[config.mk]
export PLATFORM = sky130hd
export DESIGN_NAME = regfile_scoreboard
export DESIGN_NICKNAME = d
export VERILOG_FILES = /design/src/rtl/regfile_pkg.sv /design/src/rtl/regfile_clear_fsm.sv /design/src/rtl/regfile_scoreboard.sv
export SDC_FILE = /design/constraint.sdc
export NUM_CORES = 2
export LEC_CHECK = 0
export CAP_MARGIN = 10
export CELL_PAD_IN_SITES_DETAIL_PLACEMENT = 2
export CELL_PAD_IN_SITES_GLOBAL_PLACEMENT = 2
export CORE_UTILIZATION = 49
export CTS_CLUSTER_DIAMETER = 40
export CTS_CLUSTER_SIZE = 12
export DETAILED_ROUTE_END_ITERATION = 8
export GPL_TIMING_DRIVEN = 0
export PLACE_DENSITY = 0.95
export SLEW_MARGIN = 0
export SYNTH_ARGS = -nofsm -noshare
export SYNTH_HDL_FRONTEND = slang
export SYNTH_SLANG_ARGS = --single-unit
[constraint.sdc]
create_clock -name clk -period 5.4 [get_ports clk]
set_clock_uncertainty 0.15 [all_clocks]
set_input_delay 1.08 -clock clk [delete_from_list [all_inputs] [get_ports clk]]
set_output_delay 1.08 -clock clk [all_outputs]
set_load 0.01 [all_outputs]
[src/rtl/regfile_pkg.sv]
// regfile_pkg: shared constants and types for the integer register file
// with pending scoreboard and sequential clear engine.
//   DATA_W_DEF / ADDR_W_DEF : default register width / index width
//   clrState_t              : clear engine states (IDLE, CLEAR)
//   ZERO_IDX                : hardwired-zero register index
package regfile_pkg;

  localparam int DATA_W_DEF = 32;
  localparam int ADDR_W_DEF = 5;
  localparam int ZERO_IDX   = 0;

  typedef enum logic {
    IDLE  = 1'b0,
    CLEAR = 1'b1
  } clrState_t;

endpackage

[src/rtl/regfile_clear_fsm.sv]
// regfile_clear_fsm: sequential clear engine. Walks indices 1..DEPTH-1,
// one per cycle, and asks the register file to zero each one. Index 0 is
// hardwired to zero and is skipped.
//
//   state | meaning
//   ------+---------------------------------------------------------
//   IDLE  | file usable; writes and issues accepted; waits clrStart
//   CLEAR | zeroing regs[cnt] each cycle, cnt = 1..DEPTH-1
//
// Ports:
//   clk, rst_n : clock, async active-low reset
//   clrStart   : request a full clear (honoured only in IDLE)
//   clrGo      : start accepted this cycle (pending bits clear at the edge)
//   clrWe      : zero regs[clrIdx] at the next edge
//   clrIdx     : index being zeroed
//   clrBusy    : engine active
//   isIdle     : engine in IDLE (writes/issues allowed)
module regfile_clear_fsm
  import regfile_pkg::*;
#(
  parameter int ADDR_W = ADDR_W_DEF
) (
  input  logic              clk,
  input  logic              rst_n,
  input  logic              clrStart,
  output logic              clrGo,
  output logic              clrWe,
  output logic [ADDR_W-1:0] clrIdx,
  output logic              clrBusy,
  output logic              isIdle
);

  localparam logic [ADDR_W-1:0] FIRST = ADDR_W'(1);
  localparam logic [ADDR_W-1:0] LAST  = ADDR_W'((2 ** ADDR_W) - 1);

  clrState_t         state, nextState;
  logic [ADDR_W-1:0] cnt, nextCnt;

  always_ff @(posedge clk or negedge rst_n) begin
    if (!rst_n) begin
      state <= IDLE;
      cnt   <= '0;
    end else begin
      state <= nextState;
      cnt   <= nextCnt;
    end
  end

  // The counter saturates at LAST on exit; a new start reloads it.
  always_comb begin
    nextState = state;
    nextCnt   = cnt;
    case (state)
      IDLE: begin
        if (clrStart) begin
          nextState = CLEAR;
          nextCnt   = FIRST;
        end
      end
      CLEAR: begin
        if (cnt == LAST) nextState = IDLE;
        else             nextCnt   = cnt + ADDR_W'(1);
      end
      default: nextState = IDLE;
    endcase
  end

  always_comb begin
    isIdle  = (state == IDLE);
    clrBusy = (state == CLEAR);
    clrWe   = (state == CLEAR);
    clrIdx  = cnt;
    clrGo   = (state == IDLE) && clrStart;
  end

endmodule

[src/rtl/regfile_scoreboard.sv]
// regfile_scoreboard: integer register file, 2 combinational read ports,
// 1 synchronous write port, x0 hardwired to zero, per-register pending
// scoreboard and a sequential clear engine.
//
// Optional feature macro: REGFILE_BYPASS_EN
//   defined   : same-cycle write-through forwarding on both read ports
//   undefined : reads return the registered contents only
//
// Ports:
//   clk, rst_n          : clock, async active-low reset
//   we, waddr, wdata    : writeback write port
//   raddr1/2, rdata1/2  : combinational read ports
//   issue_valid/rd      : issued instruction marks its destination pending
//   rs1/rs2_pending     : pending bit of raddr1/raddr2
//   clr_start, clr_busy : full-file clear request / engine active
module regfile_scoreboard
  import regfile_pkg::*;
#(
  parameter int DATA_W = DATA_W_DEF,
  parameter int ADDR_W = ADDR_W_DEF
) (
  input  logic              clk,
  input  logic              rst_n,
  input  logic              we,
  input  logic [ADDR_W-1:0] waddr,
  input  logic [DATA_W-1:0] wdata,
  input  logic [ADDR_W-1:0] raddr1,
  input  logic [ADDR_W-1:0] raddr2,
  output logic [DATA_W-1:0] rdata1,
  output logic [DATA_W-1:0] rdata2,
  input  logic              issue_valid,
  input  logic [ADDR_W-1:0] issue_rd,
  output logic              rs1_pending,
  output logic              rs2_pending,
  input  logic              clr_start,
  output logic              clr_busy
);

  localparam int DEPTH = 2 ** ADDR_W;
  localparam logic [ADDR_W-1:0] ZERO = ADDR_W'(ZERO_IDX);

  logic [DATA_W-1:0] regs [DEPTH];
  logic [DEPTH-1:0]  pending;

  logic              clrGo, clrWe, fsmIdle;
  logic [ADDR_W-1:0] clrIdx;
  logic              wrQual, issueQual;

  regfile_clear_fsm #(.ADDR_W(ADDR_W)) uClearFsm (
    .clk      (clk),
    .rst_n    (rst_n),
    .clrStart (clr_start),
    .clrGo    (clrGo),
    .clrWe    (clrWe),
    .clrIdx   (clrIdx),
    .clrBusy  (clr_busy),
    .isIdle   (fsmIdle)
  );

  assign wrQual    = we && (waddr != ZERO) && fsmIdle;
  assign issueQual = issue_valid && (issue_rd != ZERO) && fsmIdle;

  // The clear engine and writeback are mutually exclusive (wrQual needs IDLE).
  always_ff @(posedge clk or negedge rst_n) begin
    if (!rst_n) begin
      for (int i = 0; i < DEPTH; i++) regs[i] <= '0;
    end else if (clrWe) begin
      regs[clrIdx] <= '0;
    end else if (wrQual) begin
      regs[waddr] <= wdata;
    end
  end

  // Set is applied after clear so a same-index issue keeps the bit set:
  // the newer producer is still outstanding.
  always_ff @(posedge clk or negedge rst_n) begin
    if (!rst_n) begin
      pending <= '0;
    end else if (clrGo) begin
      pending <= '0;
    end else begin
      if (wrQual)    pending[waddr]    <= 1'b0;
      if (issueQual) pending[issue_rd] <= 1'b1;
    end
  end

  always_comb begin
    rdata1      = (raddr1 == ZERO) ? '0 : regs[raddr1];
    rdata2      = (raddr2 == ZERO) ? '0 : regs[raddr2];
    rs1_pending = fsmIdle && pending[raddr1];
    rs2_pending = fsmIdle && pending[raddr2];
`ifdef REGFILE_BYPASS_EN
    // rst_n gate keeps the outputs at zero while reset is held.
    if (rst_n && wrQual && (raddr1 == waddr)) begin
      rdata1      = wdata;
      rs1_pending = issue_valid && (issue_rd == waddr);
    end
    if (rst_n && wrQual && (raddr2 == waddr)) begin
      rdata2      = wdata;
      rs2_pending = issue_valid && (issue_rd == waddr);
    end
`endif
  end

endmodule

==> results by group, run 1 <==
Synth
  • Dominant cells by area after synthesis: dfrtp_1, mux4_2, a22o_1
  • Syn_area_per_cell: 13.7 um2
  • FF+latch count, synth: 1062
  • Post-synth top area share: 0.482
  • Mapped cell area: 55100 um2
  • Synth Flop Type: dfrtp_1
  • Post-Syn Nets: 4074
  • Post-synth EDFFs: 0
  • Ys async rst share: 1.00
  • Synth unique cells: 53
  • Largest area contributor in the netlist: dfrtp_1
  • Yosys warnings: 0
  • Mapped Cells: 4012
  • Seq/Total Area, Yosys: 0.482

Die
  • I/O pins: 124
  • Row Count: 122
  • Initial Utilization: 0.496
  • Die width: 337 um
  • Chip height: 337 um

Clock network
  • CTS Buf Count: 161
  • Clock sink total: 1062
  • H-tree levels: 4
  • CTS root buf: clkbuf_16
  • CTS max path bufs: 3

Global routing
  • Pin count of the biggest net entering global routing: 179
  • Total GRT Usage: 0.826
  • Congestion Overflow GR: 216

Place
  • RD Place Congestion: 1.04
  • Area post-placement: 58400 um2
  • Post-DP HPWL: 212 mm
  • Port buffer count: 113

Status
  • Fail Step: global routing
  • First Error: [ERROR GRT-0232] Routing congestion too high. Check the congestion heatmap in the GUI.
  • Outcome: did not finish
logic make-up after synthesis:
family	count (synthesis)	synth area share
buffers and inverters	551	0.0432
flip-flops	1062	0.482
AO/OA/AOI/OAI	1437	0.215
adder cells (fa/ha/maj)	5	0.00114
AND/OR/NAND/NOR	294	0.0314
multiplexers	663	0.227
layer usage:
layer / GRT usage / overflow
met3: 0.748 / 5
met5: 0.574 / 0
met2: 0.933 / 97
met1: 0.814 / 4
met4: 0.805 / 110
Yosys cell counts, types with 54 or more instances:
master,n
a211oi_1,64
a22o_1,993
a22oi_1,78
a311oi_1,64
buf_2,179
clkbuf_1,329
dfrtp_1,1062
mux2_2,69
mux2i_1,132
mux4_2,462
nand2_1,54
nor2b_1,82
o21ai_0,115
metrics by stage:
stage | std cells | utilization | setup slack, ps | hold WS [ps]
2_1_floorplan | 4012 | - | 1540 | 317
4_1_cts | 5925 | 0.589 | 0.137 | 175
3_5_place_dp | 5627 | 0.526 | -1750 | 349
3_3_place_gp | 5613 | 0.523 | -45520 | 336
timing repair:
| item | CTS |
|---|---|
| gates resized for setup | 305 |
| hold endpoints to repair | 0 |
| pin swaps | 16 |
| buffers inserted | 3 |
| gates cloned | 0 |
| hold buffers | 0 |
| endpoints found under the setup margin | 66 |
==> inputs of run 2 (changes only) <==
CELL_PAD_IN_SITES_DETAIL_PLACEMENT = default   (was 2)
CELL_PAD_IN_SITES_GLOBAL_PLACEMENT = default   (was 2)
CORE_UTILIZATION = 40   (was 49)
CTS_CLUSTER_DIAMETER = default   (was 40)
CTS_CLUSTER_SIZE = default   (was 12)
PLACE_DENSITY = default   (was 0.95)
PLACE_DENSITY_LB_ADDON = 0.15   (was default)
==> run 2 against run 1 <==
Effect of this change: the flow now finishes, with violations (setup timing); synthesized area stayed put; synthesized cell count is the same.
==> results by group, run 2 <==
Global routing
  • Vias in the first global route: 43.2k
  • Grt peak-use layer: met2
  • First-pass GRT wire length: 359 mm
  • Met1 Usage GRT: 0.496
  • Pin count of the biggest net entering global routing: 168
  • Met3 global-route usage: 0.140
  • Initial antenna violation count: 9
  • M2 GR Usage: 0.520
  • Total GRT Usage: 0.371
  • Congestion Overflow GR: 0

Final layout
  • Share of cells above drive strength 1: 0.262
  • Post-route cell area: 64000 um2
  • Commonest non-fill, non-tap cell in the layout: dfrtp_1
  • Final Util: 0.470
  • Layout area overhead: 16.2%
  • NumNets Final: 4322
  • Commonest non-fill, non-tap cells in the layout: dfrtp_1, a22o_1, mux4_2
  • Largest Register: regs
  • Final cell count without fillers: 6141
  • Largest register FFs: 1024

Synth
  • Mux cell area share after synthesis: 0.227
  • Synth Area in Compound Gates: 0.215
  • Mapped cell area: 55100 um2
  • Mapped Cells: 4012
  • Ys async rst share: 1.00
  • Post-synth top area share: 0.482
  • Commonest cells post-synth: dfrtp_1, a22o_1, mux4_2, clkbuf_1, buf_2
  • Largest area contributor in the netlist: dfrtp_1
  • Main combinational cell family by area after synthesis: multiplexers
  • Post-Syn Nets: 4074
  • Yosys warnings: 0
  • Post-synth EDFFs: 0
  • Synth Area in Simple Gates: 0.0314
  • Synth Area in XOR/XNOR: 0
  • Synth Flop Type: dfrtp_1
  • Syn_area_per_cell: 13.7 um2
  • FF+latch count, synth: 1062
  • Adder-Cell Fraction of Synth Area: 0.00114
  • Seq/Total Area, Yosys: 0.482
  • Most frequent cell after synthesis: dfrtp_1
  • Synth unique cells: 53
  • Dominant cells by area after synthesis: dfrtp_1, mux4_2, a22o_1

Job
  • Max-Cap Viols: 0

Pwr
  • P_sw: 7.89 mW
  • Pwr per Cell Area: 382 nW/um2
  • Tot Pwr: 24.4 mW
  • Switching share of power: 0.323
  • Flop pwr share: 0.419
  • Part of the power in combinational logic: 0.234
  • VDD IR-drop max: 0.272 mV
  • Int Power: 16.5 mW
  • Leak: 27.8 nW
  • Clock power frac: 0.347

Clock network
  • Reg clk slew, reported paths: 60 ps
  • Hold buffers post-CTS: 0
  • H-tree levels: 3
  • Clock sink total: 1062
  • CTS Buf Count: 119
  • CTS max path bufs: 3
  • CTS tree: done
  • CTS root buf: clkbuf_16
  • Clk_lat worst skew: 760 ps

Die
  • Total core area: 136000 um2
  • Initial Utilization: 0.405
  • I/O pins: 124
  • Row Count: 135
  • Chip height: 373 um
  • Full die area: 139000 um2
  • Die width: 373 um

STA
  • Hold Slack: 252 ps
  • Sum Neg Setup Slack: -1350 ps
  • Final worst slack: -142 ps
  • Achievable clock frequency: 0.180 GHz
  • Final Hold Vio Count: 0
  • Max Slew Vio Count: 0
  • Worst-Margin Slew: 1440 ps
  • Minimum clock period: 5540 ps
  • RSZ-0062 raised after global routing: true
  • Rel. slew slack: 0.0426
  • Setup violators final: 28
  • Tcrit/Tclk final: 1.03

Place
  • RD Place Congestion: 1.01
  • Pre-CTS WS: -2080 ps
  • Port buffer count: 113
  • Post-DP HPWL: 187 mm
  • Area post-placement: 58800 um2
  • Placed insts: 5921

Detailed routing
  • Avg Vias per Cell: 7.23
  • Remaining DRCs: 0
  • WL per Instance: 42.6 um
  • Routed Antenna Nets: 0
  • WL final: 262 mm
  • Vias: 44.4k
  • Drt pass-1 iters: 7
  • Number of DRC markers in iteration 0: 6693

Critical path
  • Worst path arrival time: 4310 ps
  • Crit path largest cell delay: 670 ps
  • CP required: 4170 ps
  • CP Launch Type: input port
  • Critical path class: input port to output pin
  • Top Family by Delay on Critical Path: buffers and inverters
  • Worst-path cell chain: buf_2 > buf_4 > buf_4 > clkbuf_4 > a211oi_1 > a311oi_2 > clkdlybuf4s50_1
  • Worst setup EP type: output pin
  • Crit-path slowest cell: clkdlybuf4s50_1
  • Buf/Inv on CP: 5
  • Most Frequent Cell on Critical Path: buf_4
  • Crit-path max FO: 10

Min path
  • Worst hold-check path type: input port to asynchronous set/reset pin

Status
  • Outcome: complete, but fails checks
  • Failing checks: setup timing
-- run 2: cell counts after synthesis --
No cell type changed its count.
-- run 2: path summary, 6_finish.rpt --
kind / from / to / slack [ps] / cells past startpoint
worst max-delay path: raddr2[2] / rdata2[9] / -140 / 7
worst min-delay path: rst_n / regs[24] / 250 / 2
worst max register to register: uClearFsm.clrBusy / regs[176] / 1340 / 7
worst min register to register: regs[1021] / regs[1021] / 360 / 1
max in group asynchronous: rst_n / regs[816] / 2750 / 4
min in group clk: regs[1021] / regs[1021] / 360 / 1
-- run 2: repair_timing --
action / 4_1_cts / 5_1_grt
pin swaps: 15 / 13
hold endpoints to repair: 0 / 0
setup endpoints to repair: 66 / 46
gates resized for setup: 244 / 70
buffers inserted: 2 / 0
-- run 2: kinds of logic (layout without fill, tap and decap cells) --
logic type      Yosys count  in the layout
simple gates            294            294
fa+ha+maj                 5              5
mux                     663            663
flops                  1062           1062
other cells               0              1
buf+inv                 551            898
compound gates         1437           1437
-- run 2: layer usage --
layer / part of all wire / wire (um)
met5: 0.00016 / 42
met4: 0.061 / 16000
met3: 0.14 / 35700
met2: 0.42 / 110000
met1: 0.38 / 100000
-- run 2: power by group through the flow --
stage / sequential [mW] / combinational (mW) / clock [mW]
after global routing: 10.3 / 5.90 / 8.78
final: 10.2 / 5.72 / 8.48
after CTS: 10.2 / 5.52 / 8.49
after global placement: 10.3 / 5.30 / 0
after floorplan: 9.94 / 3.36 / 0
after detailed placement: 10.3 / 5.38 / 0
-- run 2: cell type report --
cell class,instances,area [um2]
antenna,1,2.50
buffer,526,2580
clock buffer,179,3560
clock inverter,41,410
fill,12117,72100
inverter,22,82.6
multi-input combinational,2399,27100
sequential,1062,26600
tap,1781,2230
timing repair buffer,130,1480
No activity file was read; power rests on OpenSTA's default activity.
